File: config.mk
export PLATFORM = sky130hd
export DESIGN_NAME = uart_word_rx_flat
export DESIGN_NICKNAME = d
export VERILOG_FILES = /design/src/rtl/uart_word_rx_if.sv /design/src/rtl/uart_word_rx.sv /design/src/flat_wrapper.sv
export SDC_FILE = /design/constraint.sdc
export NUM_CORES = 1
export LEC_CHECK = 0
export CAP_MARGIN = 20
export CORE_MARGIN = 10
export CORE_UTILIZATION = 53
export DETAILED_ROUTE_END_ITERATION = 10
export PLACE_DENSITY = 0.75
export SLEW_MARGIN = 20
export SYNTH_ARGS = -nofsm -noshare
export SYNTH_HDL_FRONTEND = slang
export SYNTH_SLANG_ARGS = --single-unit
File: constraint.sdc
create_clock -name sysclk -period 5.7 [get_ports sysclk]
set_input_delay 1.71 -clock sysclk [delete_from_list [all_inputs] [get_ports sysclk]]
set_output_delay 1.71 -clock sysclk [all_outputs]
set_load 0.005 [all_outputs]
File: src/rtl/uart_word_rx_if.sv
// uart_word_rx_if -- word-side handshake between the UART word receiver and
// its consumer.
//   word_data  : assembled word, high byte received first
//   word_valid : word_data holds an unconsumed word
//   word_ready : consumer takes the word when word_valid & word_ready
//   frame_err  : one-cycle pulse, stop bit sampled low
//   overrun    : one-cycle pulse, an unconsumed word was overwritten
//   busy       : receiver FSM is not idle
// master = receiver side, slave = consumer side.
interface uart_word_rx_if #(
  parameter int WORD_W = 16
) ();
  logic [WORD_W-1:0] word_data;
  logic              word_valid;
  logic              word_ready;
  logic              frame_err;
  logic              overrun;
  logic              busy;

  modport master (
    output word_data, word_valid, frame_err, overrun, busy,
    input  word_ready
  );

  modport slave (
    input  word_data, word_valid, frame_err, overrun, busy,
    output word_ready
  );
endinterface

File: src/rtl/uart_word_rx.sv
// uart_word_rx -- 8N1 UART receiver that pairs consecutive good bytes into a
// 16-bit word (first byte -> word[15:8], second byte -> word[7:0]).
//   sysclk      : single clock, rising edge
//   reset       : synchronous, active-high
//   uart_txd_in : asynchronous serial line, idles high
//   bus         : word handshake and status pulses (uart_word_rx_if.master)
//
// state | meaning
// IDLE  | line idle, waiting for a falling edge
// START | timing to the middle of the start bit, rejects short glitches
// DATA  | sampling 8 data bits LSB first, one per bit period
// STOP  | sampling the stop bit, then back to IDLE in the same cycle
module uart_word_rx #(
  parameter int CLKS_PER_BIT = 1250,
  parameter int WORD_W       = 16
) (
  input  logic          sysclk,
  input  logic          reset,
  input  logic          uart_txd_in,
  uart_word_rx_if.master bus
);

  localparam int TW = (CLKS_PER_BIT > 2) ? $clog2(CLKS_PER_BIT) : 1;
  localparam logic [TW-1:0] T_HALF = TW'(CLKS_PER_BIT / 2 - 1);
  localparam logic [TW-1:0] T_FULL = TW'(CLKS_PER_BIT - 1);

  typedef enum logic [1:0] {IDLE, START, DATA, STOP} state_t;

  state_t            state;
  logic [1:0]        sync_q;
  logic [TW-1:0]     timer;
  logic [2:0]        bit_idx;
  logic [7:0]        shift_reg;
  logic [7:0]        hi_byte;
  logic              byte_ptr;
  logic              line_s;
  logic [WORD_W-1:0] word_next;

  assign line_s    = sync_q[1];
  assign word_next = {hi_byte, shift_reg};

  always_ff @(posedge sysclk) begin
    if (reset) begin
      state          <= IDLE;
      sync_q         <= 2'b11;
      timer          <= '0;
      bit_idx        <= '0;
      shift_reg      <= '0;
      hi_byte        <= '0;
      byte_ptr       <= 1'b0;
      bus.word_data  <= '0;
      bus.word_valid <= 1'b0;
      bus.frame_err  <= 1'b0;
      bus.overrun    <= 1'b0;
      bus.busy       <= 1'b0;
    end else begin
      sync_q        <= {sync_q[0], uart_txd_in};
      bus.frame_err <= 1'b0;
      bus.overrun   <= 1'b0;

      // Accept; a word completing in this same cycle overrides it below.
      if (bus.word_valid && bus.word_ready)
        bus.word_valid <= 1'b0;

      case (state)
        IDLE: begin
          if (!line_s) begin
            state    <= START;
            timer    <= '0;
            bus.busy <= 1'b1;
          end
        end

        START: begin
          if (timer == T_HALF) begin
            timer   <= '0;
            bit_idx <= '0;
            if (!line_s) begin
              state <= DATA;
            end else begin
              state    <= IDLE;
              bus.busy <= 1'b0;
            end
          end else begin
            timer <= timer + 1'b1;
          end
        end

        DATA: begin
          if (timer == T_FULL) begin
            timer     <= '0;
            shift_reg <= {line_s, shift_reg[7:1]};
            if (bit_idx == 3'd7)
              state <= STOP;
            else
              bit_idx <= bit_idx + 1'b1;
          end else begin
            timer <= timer + 1'b1;
          end
        end

        STOP: begin
          if (timer == T_FULL) begin
            timer    <= '0;
            bit_idx  <= '0;
            state    <= IDLE;
            bus.busy <= 1'b0;
            if (line_s) begin
              if (!byte_ptr) begin
                hi_byte  <= shift_reg;
                byte_ptr <= 1'b1;
              end else begin
                byte_ptr       <= 1'b0;
                bus.word_data  <= word_next;
                bus.word_valid <= 1'b1;
                if (bus.word_valid && !bus.word_ready)
                  bus.overrun <= 1'b1;
              end
            end else begin
              // Bad stop bit: drop this byte and any held high byte.
              bus.frame_err <= 1'b1;
              byte_ptr      <= 1'b0;
            end
          end else begin
            timer <= timer + 1'b1;
          end
        end

        default: begin
          state    <= IDLE;
          bus.busy <= 1'b0;
        end
      endcase
    end
  end

endmodule

File: src/flat_wrapper.sv
// flat-port wrapper written by rule: the top's interface ports become plain ports
module uart_word_rx_flat 
#(
  parameter int CLKS_PER_BIT = 1250,
  parameter int WORD_W       = 16
)
  (sysclk, reset, uart_txd_in, bus_word_data, bus_word_valid, bus_frame_err, bus_overrun, bus_busy, bus_word_ready);
  uart_word_rx_if #(.WORD_W(WORD_W)) bus_i ();
  input  logic sysclk;
  input  logic reset;
  input  logic uart_txd_in;
  output wire logic [$bits(bus_i.word_data)-1:0] bus_word_data;
  output wire logic [$bits(bus_i.word_valid)-1:0] bus_word_valid;
  output wire logic [$bits(bus_i.frame_err)-1:0] bus_frame_err;
  output wire logic [$bits(bus_i.overrun)-1:0] bus_overrun;
  output wire logic [$bits(bus_i.busy)-1:0] bus_busy;
  input wire logic [$bits(bus_i.word_ready)-1:0] bus_word_ready;
  assign bus_word_data = bus_i.word_data;
  assign bus_word_valid = bus_i.word_valid;
  assign bus_frame_err = bus_i.frame_err;
  assign bus_overrun = bus_i.overrun;
  assign bus_busy = bus_i.busy;
  assign bus_i.word_ready = bus_word_ready;
  uart_word_rx #(.CLKS_PER_BIT(CLKS_PER_BIT), .WORD_W(WORD_W)) u_core (.sysclk(sysclk), .reset(reset), .uart_txd_in(uart_txd_in), .bus(bus_i));
endmodule
Yosys cells after proc, flatten, opt, wreduce, memory -nomap -nowiden
Index checks and enable logic that the tools add are counted.
{"block": "classes", "muxes": 30, "n_reduce_logical": 16, "eq_ne": 13, "magnitude_cmp": 0, "n_bitwise": 4, "mul": 0, "n_addsub": 2, "div_mod_pow": 0, "n_shift": 0}
{"cell": "$mux W11", "count": 3}
{"cell": "$pmux W11 S3", "count": 1}
{"cell": "$reduce_and A5 Y1", "count": 3}
{"cell": "$mux W1", "count": 13}
{"cell": "$mux W2", "count": 6}
{"cell": "$mux W3", "count": 4}
{"cell": "$add A11 B1 Y11 const B", "count": 1}
{"cell": "$eq A11 B10 Y1 const B", "count": 1}
{"cell": "$eq A11 B11 Y1 const B", "count": 1}
{"cell": "$ne A2 B1 Y1 const B", "count": 5}
{"cell": "$pmux W3 S3", "count": 1}
{"cell": "$pmux W2 S4", "count": 1}
{"cell": "$reduce_and A4 Y1", "count": 2}
{"cell": "$reduce_bool A3 Y1", "count": 2}
{"cell": "$reduce_or A5 Y1", "count": 1}
{"cell": "$eq A2 B2 Y1 const B", "count": 2}
{"cell": "$ne A2 B2 Y1 const B", "count": 2}
{"cell": "$not A1 Y1", "count": 4}
{"cell": "$reduce_and A2 Y1", "count": 2}
{"cell": "$add A3 B1 Y3 const B", "count": 1}
{"cell": "$eq A3 B3 Y1 const B", "count": 1}
{"cell": "$pmux W1 S3", "count": 1}
{"cell": "$reduce_or A3 Y1", "count": 1}
{"cell": "$eq A2 B1 Y1 const B", "count": 1}
{"cell": "4 further kinds", "count": 5}
{"block": "totals", "elab_cells": 77, "latchBits": 0, "inputBits": 4, "out_inout_bits": 20, "ramBits": 0, "register_bits": 55, "rom_bits": 0, "mem_count": 0}

Depth between registers and ports, before layout
{"block": "depth", "depth_word": 6, "depth_mapped": 9, "mapped_depth_nobuf": 7}

Worst setup path before layout
OpenSTA, ideal clock, no wires.
{"block": "synth_path", "kind": "input-to-reg", "from": "input port reset", "to": "register u_core.timer[4]", "n_path_buf": 1, "stages": 6, "t_arrival_ns": 2.724, "setup_slack_ns": 2.860, "setup_time_ns": 0.116, "cell_sequence": "clkbuf_1 inv_1 and2_1 a32oi_4 o31ai_1 a31o_1"}
{"item": "start: declaration", "line": "flat_wrapper.sv:10", "text": "input logic reset;"}
{"item": "end signal: assignment", "line": "uart_word_rx.sv:85", "text": "timer <= timer + 1'b1;"}
{"item": "end signal: assignment", "line": "uart_word_rx.sv:98", "text": "timer <= timer + 1'b1;"}
{"item": "end signal: assignment", "line": "uart_word_rx.sv:125", "text": "timer <= timer + 1'b1;"}
{"item": "end: declaration", "line": "uart_word_rx.sv:31", "text": "logic [TW-1:0] timer;"}

==> results.sh <==
export IMPL_netlist_top_cells_count="sky130_fd_sc_hd__dfxtp_1 (55), sky130_fd_sc_hd__nor2_1 (45), sky130_fd_sc_hd__mux2i_1 (35)"
export IMPL_first_pass_grt_wire_length_mm=7.62
export IMPL_drv_max_cap_violation_count=0
export IMPL_main_area_contributors_after_synthesis="sky130_fd_sc_hd__dfxtp_1 (47%), sky130_fd_sc_hd__mux2i_1 (15%), sky130_fd_sc_hd__nor2_1 (7.2%)"
export IMPL_final_util_pct=62.1
export IMPL_clock_latency_ps=310
export IMPL_critical_path_startpoint_type="input port"
export IMPL_core_area_mm2=0.00432
export IMPL_synth_top_flop_cell="sky130_fd_sc_hd__dfxtp_1"
export IMPL_powerDensity_mw_per_mm2=231
export IMPL_finish_net_count=272
export IMPL_stdcell_area_mm2=0.00269
export IMPL_placedInstanceArea_mm2=0.00259
export IMPL_drt_pass1_iter_count=4
export IMPL_fin_crit_ps=3420
export IMPL_timing_worst_slew_pin_value_ps=572
export IMPL_critical_path_reg2reg_startpoint="u_core.timer[0]"
export IMPL_cts_resized=0
export IMPL_cell_area_after_synthesis_mm2=0.00235
export IMPL_regMostFlops="u_core.bus.word_data"
export IMPL_seqPwrFrac_pct=62.5
export IMPL_grt_antenna_before_repair=0
export IMPL_antenna_left=0
export IMPL_routedWlPerCell_um=13.8
export IMPL_fraction_of_final_layout_cells_sized_beyond_drive_strength_1_pct=7.95
export IMPL_worst_hold_path_type="flop to flop"
export IMPL_wirelength_mm=4.37
export IMPL_syn2layout_area_growth_pct=14.4
export IMPL_p_sw_share_pct=22.9
export IMPL_drc=0
export IMPL_final_setup_viol_count=0
export IMPL_peakVddDrop_v=0.000117
export IMPL_die_h_um=86.6
export IMPL_timing_hold_violations_final=0
export IMPL_cts_hold_fix_buffers=0
export IMPL_worst_r2r_cell_count=6
export IMPL_starting_density_pct=54.3
export IMPL_min_period_over_period_pct=60.1
export IMPL_clockBufferDepth=2
export IMPL_crit_path_max_fanout=43
export IMPL_via_per_inst=5.54
export IMPL_worstSetupPathType="input port to flop"
export IMPL_worst_endpoint_required_ps=5910
export IMPL_crit_arrival_ps=3640
export IMPL_ys_ff_latch=55
export IMPL_numPortBuffers=23
export IMPL_timing_fmax_mhz=292
export IMPL_vias_in_the_first_global_route=1681
export IMPL_syn_mean_instance_area_um2=9.58
export IMPL_gpl_final_weighted_congestion=0.841
export IMPL_synth_edff_count=0
export IMPL_cellLeakagePower_nw=1.04
export IMPL_slew_violations=0
export IMPL_setup_tns_final_ps=0
export IMPL_maxSlewHeadroom_pct=61.9
export IMPL_cell_with_the_biggest_individual_delay_on_the_critical_path="sky130_fd_sc_hd__clkdlybuf4s50_1"
export IMPL_critical_path_buffers_and_inverters=3
export IMPL_detailed_place_hpwl_mm=3.07
export IMPL_cts_root_buf="sky130_fd_sc_hd__clkbuf_8"
export IMPL_reg_top3="u_core.bus.word_data x16, u_core.timer x11"
export IMPL_critPathTopFamily="buffers and inverters"
export IMPL_htreeDepth=2
export IMPL_cellInternalPower_mw=0.479
export IMPL_synth_cell_types=45
export IMPL_p_clk_share_pct=34.5
export IMPL_max_ffs_per_register=16
export IMPL_vias=1752
export IMPL_number_of_instances_in_the_synthesized_netlist=245
export IMPL_run_status="completed"
export IMPL_clock_sink_count=55
export IMPL_clk_transition_reported_paths_ps=100
export IMPL_grt_start_max_net_pins=44
export IMPL_unrepaired_setup_endpoints_after_global_routing="false"
export IMPL_chipWidth_um=86.6
export IMPL_total_switching_power_mw=0.143
export IMPL_initialDrtViolationCount=95
export IMPL_synthesis_nets=254
export IMPL_synth_top_cell_area_share_pct=46.9
export IMPL_hold_depth=1
export IMPL_critical_path_cell_chain="clkdlybuf4s50_1, buf_4, inv_1, and2_1, a32oi_4, o31ai_1, a31o_1"
export IMPL_grt_total_usage_pct=12.2
export IMPL_post_cts_setup_buffer_count=0
export IMPL_tritoncts="built"
export IMPL_design_portCount=24
export IMPL_cts_inserted_buffers=5
export IMPL_grt_ovfl_total=0
export IMPL_fp_dieArea_mm2=0.00749
export IMPL_part_of_the_yosys_area_used_for_sequential_elements_pct=46.9
export IMPL_synth_yosys_warnings=0
export IMPL_worst_path_stages=7
export IMPL_critical_path_max_stage_delay_ps=460
export IMPL_startpoint="reset"
export IMPL_synth_largest_area_cell="sky130_fd_sc_hd__dfxtp_1"
export IMPL_async_reset_ff_share_pct=0
export IMPL_n_antenna_cell=0
export IMPL_worst_setup_path_end_kind="flop"
export IMPL_yosys_cell_count_top_type="sky130_fd_sc_hd__dfxtp_1"
export IMPL_clock_skew_final_ps=10.5
export IMPL_hp_start="u_core.sync_q[0]"
export IMPL_fp_row_count=24
export IMPL_pwr_share_comb_pct=3.0
per-layer routing:
metal  track usage (%)  wire length, um  vias up
li1                  -                -      902
met5                 0                0        -
met1              14.9             2030      799
met2              19.5             1970       44
met4              4.12               63        0
met3              4.22              307        7
through the flow:
| step | hold WS, ps | total power [mW] | instances | worst slack, ps |
|---|---|---|---|---|
| floorplan | 389 | 0.410 | 245 | 2860 |
| global placement | 399 | 0.416 | 308 | 2010 |
| detailed placement | 411 | 0.416 | 308 | 1940 |
| CTS | 441 | 0.626 | 316 | 2280 |
| global route | 468 | 0.643 | 316 | 2180 |
| finish | 437 | 0.622 | 316 | 2280 |
power groups by stage:
stage,logic [mW],clock network (mW),registers [mW]
2_1_floorplan,0.0136,0,0.396
3_3_place_gp,0.0183,0,0.398
3_5_place_dp,0.0184,0,0.398
4_1_cts,0.0185,0.219,0.389
5_1_grt,0.0207,0.233,0.389
6_report,0.0185,0.214,0.389
kinds of logic (layout without fill, tap and decap cells):
group	after synthesis	in the layout	share of synthesized area [%]
xor+xnor	3	3	1.12
buf+inv	20	39	3.62
fa+ha+maj	5	5	2.67
simple gates	94	94	20.7
flops	55	55	46.9
compound gates	33	33	10.0
mux	35	35	14.9
path summary, 6_finish.rpt:
| kind | slack, ps | endpoint |
|---|---|---|
| setup / recovery | 2280 | u_core.timer[4] |
| hold / removal | 440 | u_core.sync_q[1] |
| setup reg to reg | 3530 | u_core.hi_byte[6] |
| hold reg to reg | 440 | u_core.sync_q[1] |
cell usage in the layout (no fill, tap or decap), drive strengths merged, types with 2 or more instances in the layout:
master	instances
dfxtp	55
nor2	46
and3	3
nor3	3
xor2	2
or4b	2
nand2b	3
nand3	7
a31oi	4
nand4b	3
nand2	11
inv	7
nor2b	2
clkinvlp	2
and2	2
mux2i	35
nor4	3
or2	2
a211oi	2
and4bb	2
a21oi	7
clkdlybuf4s50	23
ha	5
o21ai	10
nor3b	2
clkbuf	5
area by class of cell:
class | count | area, um^2
Clock inverter | 3 | 20.0
Tap cell | 52 | 65.1
Timing Repair Buffer | 24 | 238
Clock buffer | 5 | 68.8
Inverter | 7 | 26.3
Sequential cell | 55 | 1100
Fill cell | 386 | 1640
Multi-Input combinational cell | 170 | 1170
Power figures use the tool's default switching activity.
